`config.mk`:
```
export PLATFORM = sky130hd
export DESIGN_NAME = fwd_hazard_unit
export DESIGN_NICKNAME = d
export VERILOG_FILES = /design/src/rtl/fwd_hazard_unit.sv
export SDC_FILE = /design/constraint.sdc
export NUM_CORES = 1
export LEC_CHECK = 0
export BUFFER_PORTS_ARGS = -buffer_cell sky130_fd_sc_hd__buf_4
export CORE_MARGIN = 5
export CORE_UTILIZATION = 52
export DETAILED_ROUTE_END_ITERATION = 7
export HOLD_SLACK_MARGIN = 0.1
export PLACE_DENSITY = 0.78
export RECOVER_POWER = 100
export SYNTH_ARGS = -nofsm -noshare
export SYNTH_HDL_FRONTEND = slang
export SYNTH_SLANG_ARGS = --single-unit
```
`constraint.sdc`:
```
create_clock -name clk -period 2.6 [get_ports clk]
set_clock_uncertainty 0.15 [all_clocks]
set_input_delay 0.13 -clock clk [delete_from_list [all_inputs] [get_ports clk]]
set_output_delay 0.13 -clock clk [all_outputs]
set_load 0.02 [all_outputs]
```
`src/rtl/fwd_hazard_unit.sv`:
```
// rtl/fwd_hazard_unit.sv - forwarding select and load-use stall unit with in-flight destination tracking
module fwd_hazard_unit #(
    parameter int REG_W      = 5,
    parameter int NSRC       = 2,
    parameter int FWD_DEPTH  = 2,
    parameter int LOAD_STAGE = 1,
    parameter int CNT_W      = 16,
    localparam int SEL_W     = $clog2(FWD_DEPTH + 1)
) (
    input  logic                   clk,
    input  logic                   rst,
    input  logic                   id_valid,
    input  logic [NSRC*REG_W-1:0]  id_src,
    input  logic [NSRC-1:0]        id_src_used,
    input  logic [REG_W-1:0]       id_rd,
    input  logic                   id_regwrite,
    input  logic                   id_memread,
    input  logic                   flush,
    output logic                   stall,
    output logic [NSRC*SEL_W-1:0]  fw_sel,
    output logic [CNT_W-1:0]       stall_cnt
);

    typedef struct packed {
        logic             valid;
        logic [REG_W-1:0] rd;
        logic             regwrite;
        logic             load;
    } entry_t;

    entry_t ex_q;
    entry_t p_q [FWD_DEPTH];

    logic [NSRC*SEL_W-1:0] sel_d;
    logic [NSRC-1:0]       load_hit;
    logic                  issue;

    function automatic logic writes(input entry_t e, input logic [REG_W-1:0] r);
        return e.valid && e.regwrite && (e.rd == r) && (r != '0);
    endfunction

    // Search youngest-first: EX, then p[0..FWD_DEPTH-2]; p[FWD_DEPTH-1] is covered by the regfile.
    always_comb begin
        sel_d    = '0;
        load_hit = '0;
        for (int i = 0; i < NSRC; i++) begin
            logic             found;
            logic [REG_W-1:0] r;
            found = 1'b0;
            r     = id_src[i*REG_W +: REG_W];
            if (id_src_used[i] && (r != '0)) begin
                if (writes(ex_q, r)) begin
                    found                    = 1'b1;
                    sel_d[i*SEL_W +: SEL_W]  = SEL_W'(FWD_DEPTH);
                    load_hit[i]              = ex_q.load;
                end
                for (int k = 0; k < FWD_DEPTH - 1; k++) begin
                    if (!found && writes(p_q[k], r)) begin
                        found                   = 1'b1;
                        sel_d[i*SEL_W +: SEL_W] = SEL_W'(FWD_DEPTH - k - 1);
                        load_hit[i]             = p_q[k].load && ((k + 1) < LOAD_STAGE);
                    end
                end
            end
        end
    end

    assign stall = id_valid && !flush && (|load_hit);
    assign issue = id_valid && !stall && !flush;

    always_ff @(posedge clk) begin
        if (rst) begin
            ex_q      <= '0;
            fw_sel    <= '0;
            stall_cnt <= '0;
            for (int k = 0; k < FWD_DEPTH; k++) begin
                p_q[k] <= '0;
            end
        end else begin
            p_q[0] <= ex_q;
            for (int k = 1; k < FWD_DEPTH; k++) begin
                p_q[k] <= p_q[k-1];
            end
            if (issue) begin
                ex_q   <= '{valid: 1'b1, rd: id_rd, regwrite: id_regwrite, load: id_memread};
                fw_sel <= sel_d;
            end else begin
                ex_q   <= '0;
                fw_sel <= '0;
            end
            if (stall && (stall_cnt != '1)) begin
                stall_cnt <= stall_cnt + CNT_W'(1);
            end
        end
    end

endmodule

```
Word level (Yosys, flattened, before mapping). Memories as Yosys holds them, arrays and structs flattened. Index checks and enable logic that the tools add are counted.

Bits in writable memories: 16. Input bits: 23. Memories: 1. Logic and storage cells: 72. Bits in registers: 28.

Equality and inequality tests: 5. $add $sub $neg: 1. Multiplexer cells: 20. Bitwise operators: 5. Reduce and logical (&&, ||, !) cells: 31.

Memories: p_q (words 2, width 8, rd ports 1, clocked after memory_dff 0, wr ports 2, RTL line 32) `entry_t p_q [FWD_DEPTH];`.

Operator list (number): $mux 8 (3); $eq 5x5->1 (4); $logic_and 1x1->1 (19); $add 16x1->16 const B (1); $ne 16x16->1 const B (1); $mux 1 (15); $reduce_bool 5->1 (2); $reduce_or 4->1 (2); $reduce_or 3->1 (2); $logic_not 1->1 (4); $mux 2 (2); $reduce_or 2->1 (2); $not 1->1 (3); $or 1x1->1 (2).

Logic depth before layout (Yosys ltp).
Word-level depth: 16. Mapped depth: 7.

Least setup slack after synthesis. No wires, ideal clock.

Path kind: reg2reg. Start point: reg stall_cnt[0]. End point: reg stall_cnt[3]. Setup slack: 0.262 ns. Buffers on the path: 0. Required time: 2.329 ns. Setup time: 0.121 ns. Arrival: 2.067 ns. Stages on the path, launching flop included: 8. Cells stage by stage: dfxtp_1 ha_1 inv_1 or4_1 o21ai_0 a21oi_2 nand4_1 mux2_2.

Longest elaborated chain between the ends: 2. Elaborated cells between the ends (all ways): 3. Those cells by class: 1 x add/sub; 1 x eq/ne; 1 x reduce/logical.

RTL lines: from (decl) (RTL line 21) `output logic [CNT_W-1:0] stall_cnt`; from (signal assigned) (RTL line 92) `stall_cnt <= stall_cnt + CNT_W'(1);`; parallel branches: the longest is 2 deep, another holds $add 16x1->16.

Parallel ways; which one is timed is not known. A chain may end at the register's enable or synchronous reset.

Final worst setup path.
Start point: in id_src[0]. End point: reg ex_q[3] in the netlist's numbering.

Longest elaborated chain between the ends: 16. Elaborated cells between the ends (all ways): 22. Those cells by class: 2 x eq/ne; 5 x mux; 1 x bitwise; 14 x reduce/logical.

RTL lines: from (decl) (RTL line 13) `input logic [NSRC*REG_W-1:0] id_src,`; $eq 5x5->1 (RTL line 39) `return e.valid && e.regwrite && (e.rd == r) && (r != '0);`; $logic_and 1x1->1 (2 in a row) (RTL line 39); $mux 1 (RTL line 52) `if (writes(ex_q, r)) begin`; $mux 1 (RTL line 51) `if (id_src_used[i] && (r != '0)) begin`; $logic_not 1->1 (RTL line 58) `if (!found && writes(p_q[k], r)) begin`; $logic_and 1x1->1 (RTL line 58); $mux 1 (RTL line 58); $mux 1 (*) (RTL line 51); $reduce_or 2->1 (*) (RTL line 68) `assign stall = id_valid && !flush && (|load_hit);`; $logic_and 1x1->1 (*) (RTL line 68); $logic_not 1->1 (*) (RTL line 69) `assign issue = id_valid && !stall && !flush;`; $logic_and 1x1->1 (*) (2 in a row) (RTL line 69); $not 1->1 (no source line) (*); $reduce_or 2->1 (no source line) (*); to (signal assigned) (RTL line 85) `ex_q <= '{valid: 1'b1, rd: id_rd, regwrite: id_regwrite, load: id_memread};`; to (decl) (RTL line 31) `entry_t ex_q;`.

Mark *: on every way between the ends. The rest lies on a longest branch, timed or not. The select of a mux whose other input is x is not followed.

==> results.toml <==
[floorplan]
die_h_um = 68.4
core_um2 = 3310
ios = 44
die_area_um2 = 4680
die_w_um = 68.4
rows = 21
start_util_pct = 53.6

[hold_path]
hold_end = "fw_sel[2]"
hold_depth = 5
hold_path.class = "in -> reg"
hold_start = "id_src[6]"

[clock_tree]
cts_buffers = 5
cts_tree = "yes"
cts_max_level = 2
insertion_delay_ns = 0.35
cts_buffer_depth = 2
clk_pin_slew_ns = 0.11
cts-root-buf = "clkbuf_4"
clock-sinks = 35

[yosys]
synth_cells = 178
ys_types = 45
async_flop_share_pct = 0
synth_top_area_share_pct = 39.5
ys.flop_type = "dfxtp_1"
synthSimpleGateAreaFrac_pct = 32.6
synth_area_leader_cell = "dfxtp_1"
ys_seq_area_share_pct = 39.5
ys_ff_latch = 35
syn-cell-area_um2 = 1780
synth-edff-count = 0
synth_top_family_by_area = "simple AND/OR/NAND/NOR gates"
synthAdderAreaFrac_pct = 0.705
synth_mux_area_share_pct = 5.64
synth-xor-area-share_pct = 11.3
synth_area_leaders = "dfxtp_1 (39%), xor2_1 (7.9%), nor2b_1 (5.3%), mux2_2 (5.1%), nor2_1 (3.6%)"
synth_compound_area_share_pct = 7.89
synth_nets = 202
ys_warn_count = 0
syn_avg_cell_area_um2 = 9.97

[critical_path]
ff2ff_path_depth = 7
rr_endpoint = "ex_q[3]"
r2r_start = "ex_q[3]"
reg2reg_setup_slack_ns = 0.20
worstSetupPathType = "in -> reg"
start_kind = "primary input"
critPathArrivalTime_ns = 2.58
end_kind = "register"
crit_fanout = 8
required_ns = 2.68

[sta]
setup_viol = 0
slew_headroom_pct = 62.0
layout_min_cycle_time_ns = 2.50
hold_violations = 0
fin_ws_ns = 0.0987
timing.setup.tns_ns = 0
fmax_ghz = 0.400
finalMaxSlewViolations = 0
rsz0062_at_grt = "false"
finalCritPeriodShare_pct = 96.2
tightest_slew_ns = 0.556

[drt]
vias_per_cell = 5.36
finalWirelength_um = 4550
drtPass1Iterations = 4
num_vias = 1603
drt_iter0_markers = 109
routedWlPerCell_um = 15.2
ant_nets = 0
drc = 0

[power]
p_int_mw = 0.833
share_seq_of_total_power_pct = 50.9
clkPwrFrac_pct = 38.5
ir_drop_uv = 419
finalPower_mw = 1.08
comb_power_share_pct = 10.6
switching_share_pct = 22.7
powerDensity_nw_per_um2 = 446
p_leak_nw = 0.925
p_switching_mw = 0.244

[finish]
drive_above_1_share_pct = 22.1
layout_commonest_cell = "dfxtp_1"
fin_nets = 276
num_antenna_cells = 0
register_area_um2 = 701
n_fill_cell = 276
layout_common_cells = "dfxtp_1 (35), dlygate4sd3_1 (26), buf_4 (25)"
areaGrowthSynthToFinish_pct = 36.0
multi_input_area_um2 = 1030

[placed_design]
gp_congestion = 0.793
port_buffers = 43
dp_slack_ns = 0.120
hpwl_um = 3030

[grt]
grt.total_usage_pct = 22.3
overflow = 0
grt_pass1_wl_um = 7600
grt_max_degree = 34
antenna_found_initial = 0
grt_pass1_vias = 1701

[status]
status = "completed"

[run]
drv_cap = 0
==> worst max-delay path, cell delays in order <==
cell	delay (ns)
dlygate4sd3_1	0.54
buf_4	0.16
xor2_1	0.17
nor4_2	0.35
nand4bb_2	0.26
nand2_4	0.13
a2111oi_4	0.09
and2_0	0.18
dlygate4sd3_1	0.56
==> power groups by stage <==
stage                     Combinational [mW]  Sequential, mW  Clock, mW
final                                  0.114           0.548      0.415
after global routing                   0.124           0.549      0.442
after CTS                              0.110           0.547      0.423
after detailed placement              0.0851           0.559          0
after global placement                0.0816           0.559          0
after floorplan                       0.0446           0.558          0
==> cells in the mapped netlist, drive strengths merged (2+ instances only) <==
library cell / instances
xnor2: 7
nor4bb: 2
and2: 8
nand2: 4
nand4bb: 2
inv: 4
a2111oi: 2
clkbuf: 2
nor2: 17
or4: 5
nor3b: 3
nor3: 4
nor2b: 15
o21ai: 4
nor4: 4
dfxtp: 35
nand3: 8
a21oi: 5
buf: 3
o31ai: 3
nand4: 7
xor2: 16
or3: 2
mux2: 8
==> layer usage <==
metal  track usage (%)  routed length (um)  up-vias  share of wire (%)
li1                  -                   -      776                  -
met1              24.4                1840      769                 40
met4              10.4                 106        0                2.3
met3              6.40                 263       11                5.8
met2              39.2                2340       47                 51
met5                 0                   0        -                  0
==> what timing repair did <==
item	4_1_cts	5_1_grt
gates resized for setup	0	1
buffers inserted	0	1
hold buffers	26	0
endpoints found under the hold margin	26	0
setup endpoints to repair	0	9
==> state kept, by name, indices dropped and copies added, names as in the netlist <==
signal     flops
ex_q           8
fw_sel         4
p_q            7
stall_cnt     16
==> logic make-up (layout without fill, tap and decap cells) <==
kind of cell             count (synthesis)  count (layout)
adder cells (fa/ha/maj)                  1               1
buffers and inverters                    9              84
XOR/XNOR                                23              23
multiplexers                             9               9
AND/OR/NAND/NOR                         85              85
AO/OA/AOI/OAI                           16              16
flip-flops                              35              35
==> metrics by stage <==
step / utilization [%] / hold WS (ns) / cells / cell area [um2]
finish: 72.9 / 0.144 / 299 / 2410
global route: 72.9 / 0.151 / 299 / 2410
CTS: 75.2 / 0.114 / 298 / 2490
detailed placement: 64.7 / 0.185 / 264 / 2140
global placement: 64.7 / 0.183 / 264 / 2140
floorplan: - / 0.102 / 178 / 1780
==> cell type report <==
class	count	share of cell area, %
tap	46	2.38
sequential	35	29.0
inverter	4	0.622
clock buffer	6	2.12
timing repair buffer	72	21.8
clock inverter	2	1.45
multi-input combinational	134	42.6
==> how the worst max path moves through the flow <==
stage,startpoint,endpoint,cells past startpoint
after floorplan,stall_cnt[0],stall_cnt[3],7
after global placement,id_src[1],fw_sel[2],7
after detailed placement,id_src[1],fw_sel[2],7
after CTS,id_src[0],ex_q[5],9
after global routing,id_src[0],stall,8
final,id_src[0],ex_q[3],9
No activity file was read; power rests on OpenSTA's default activity.
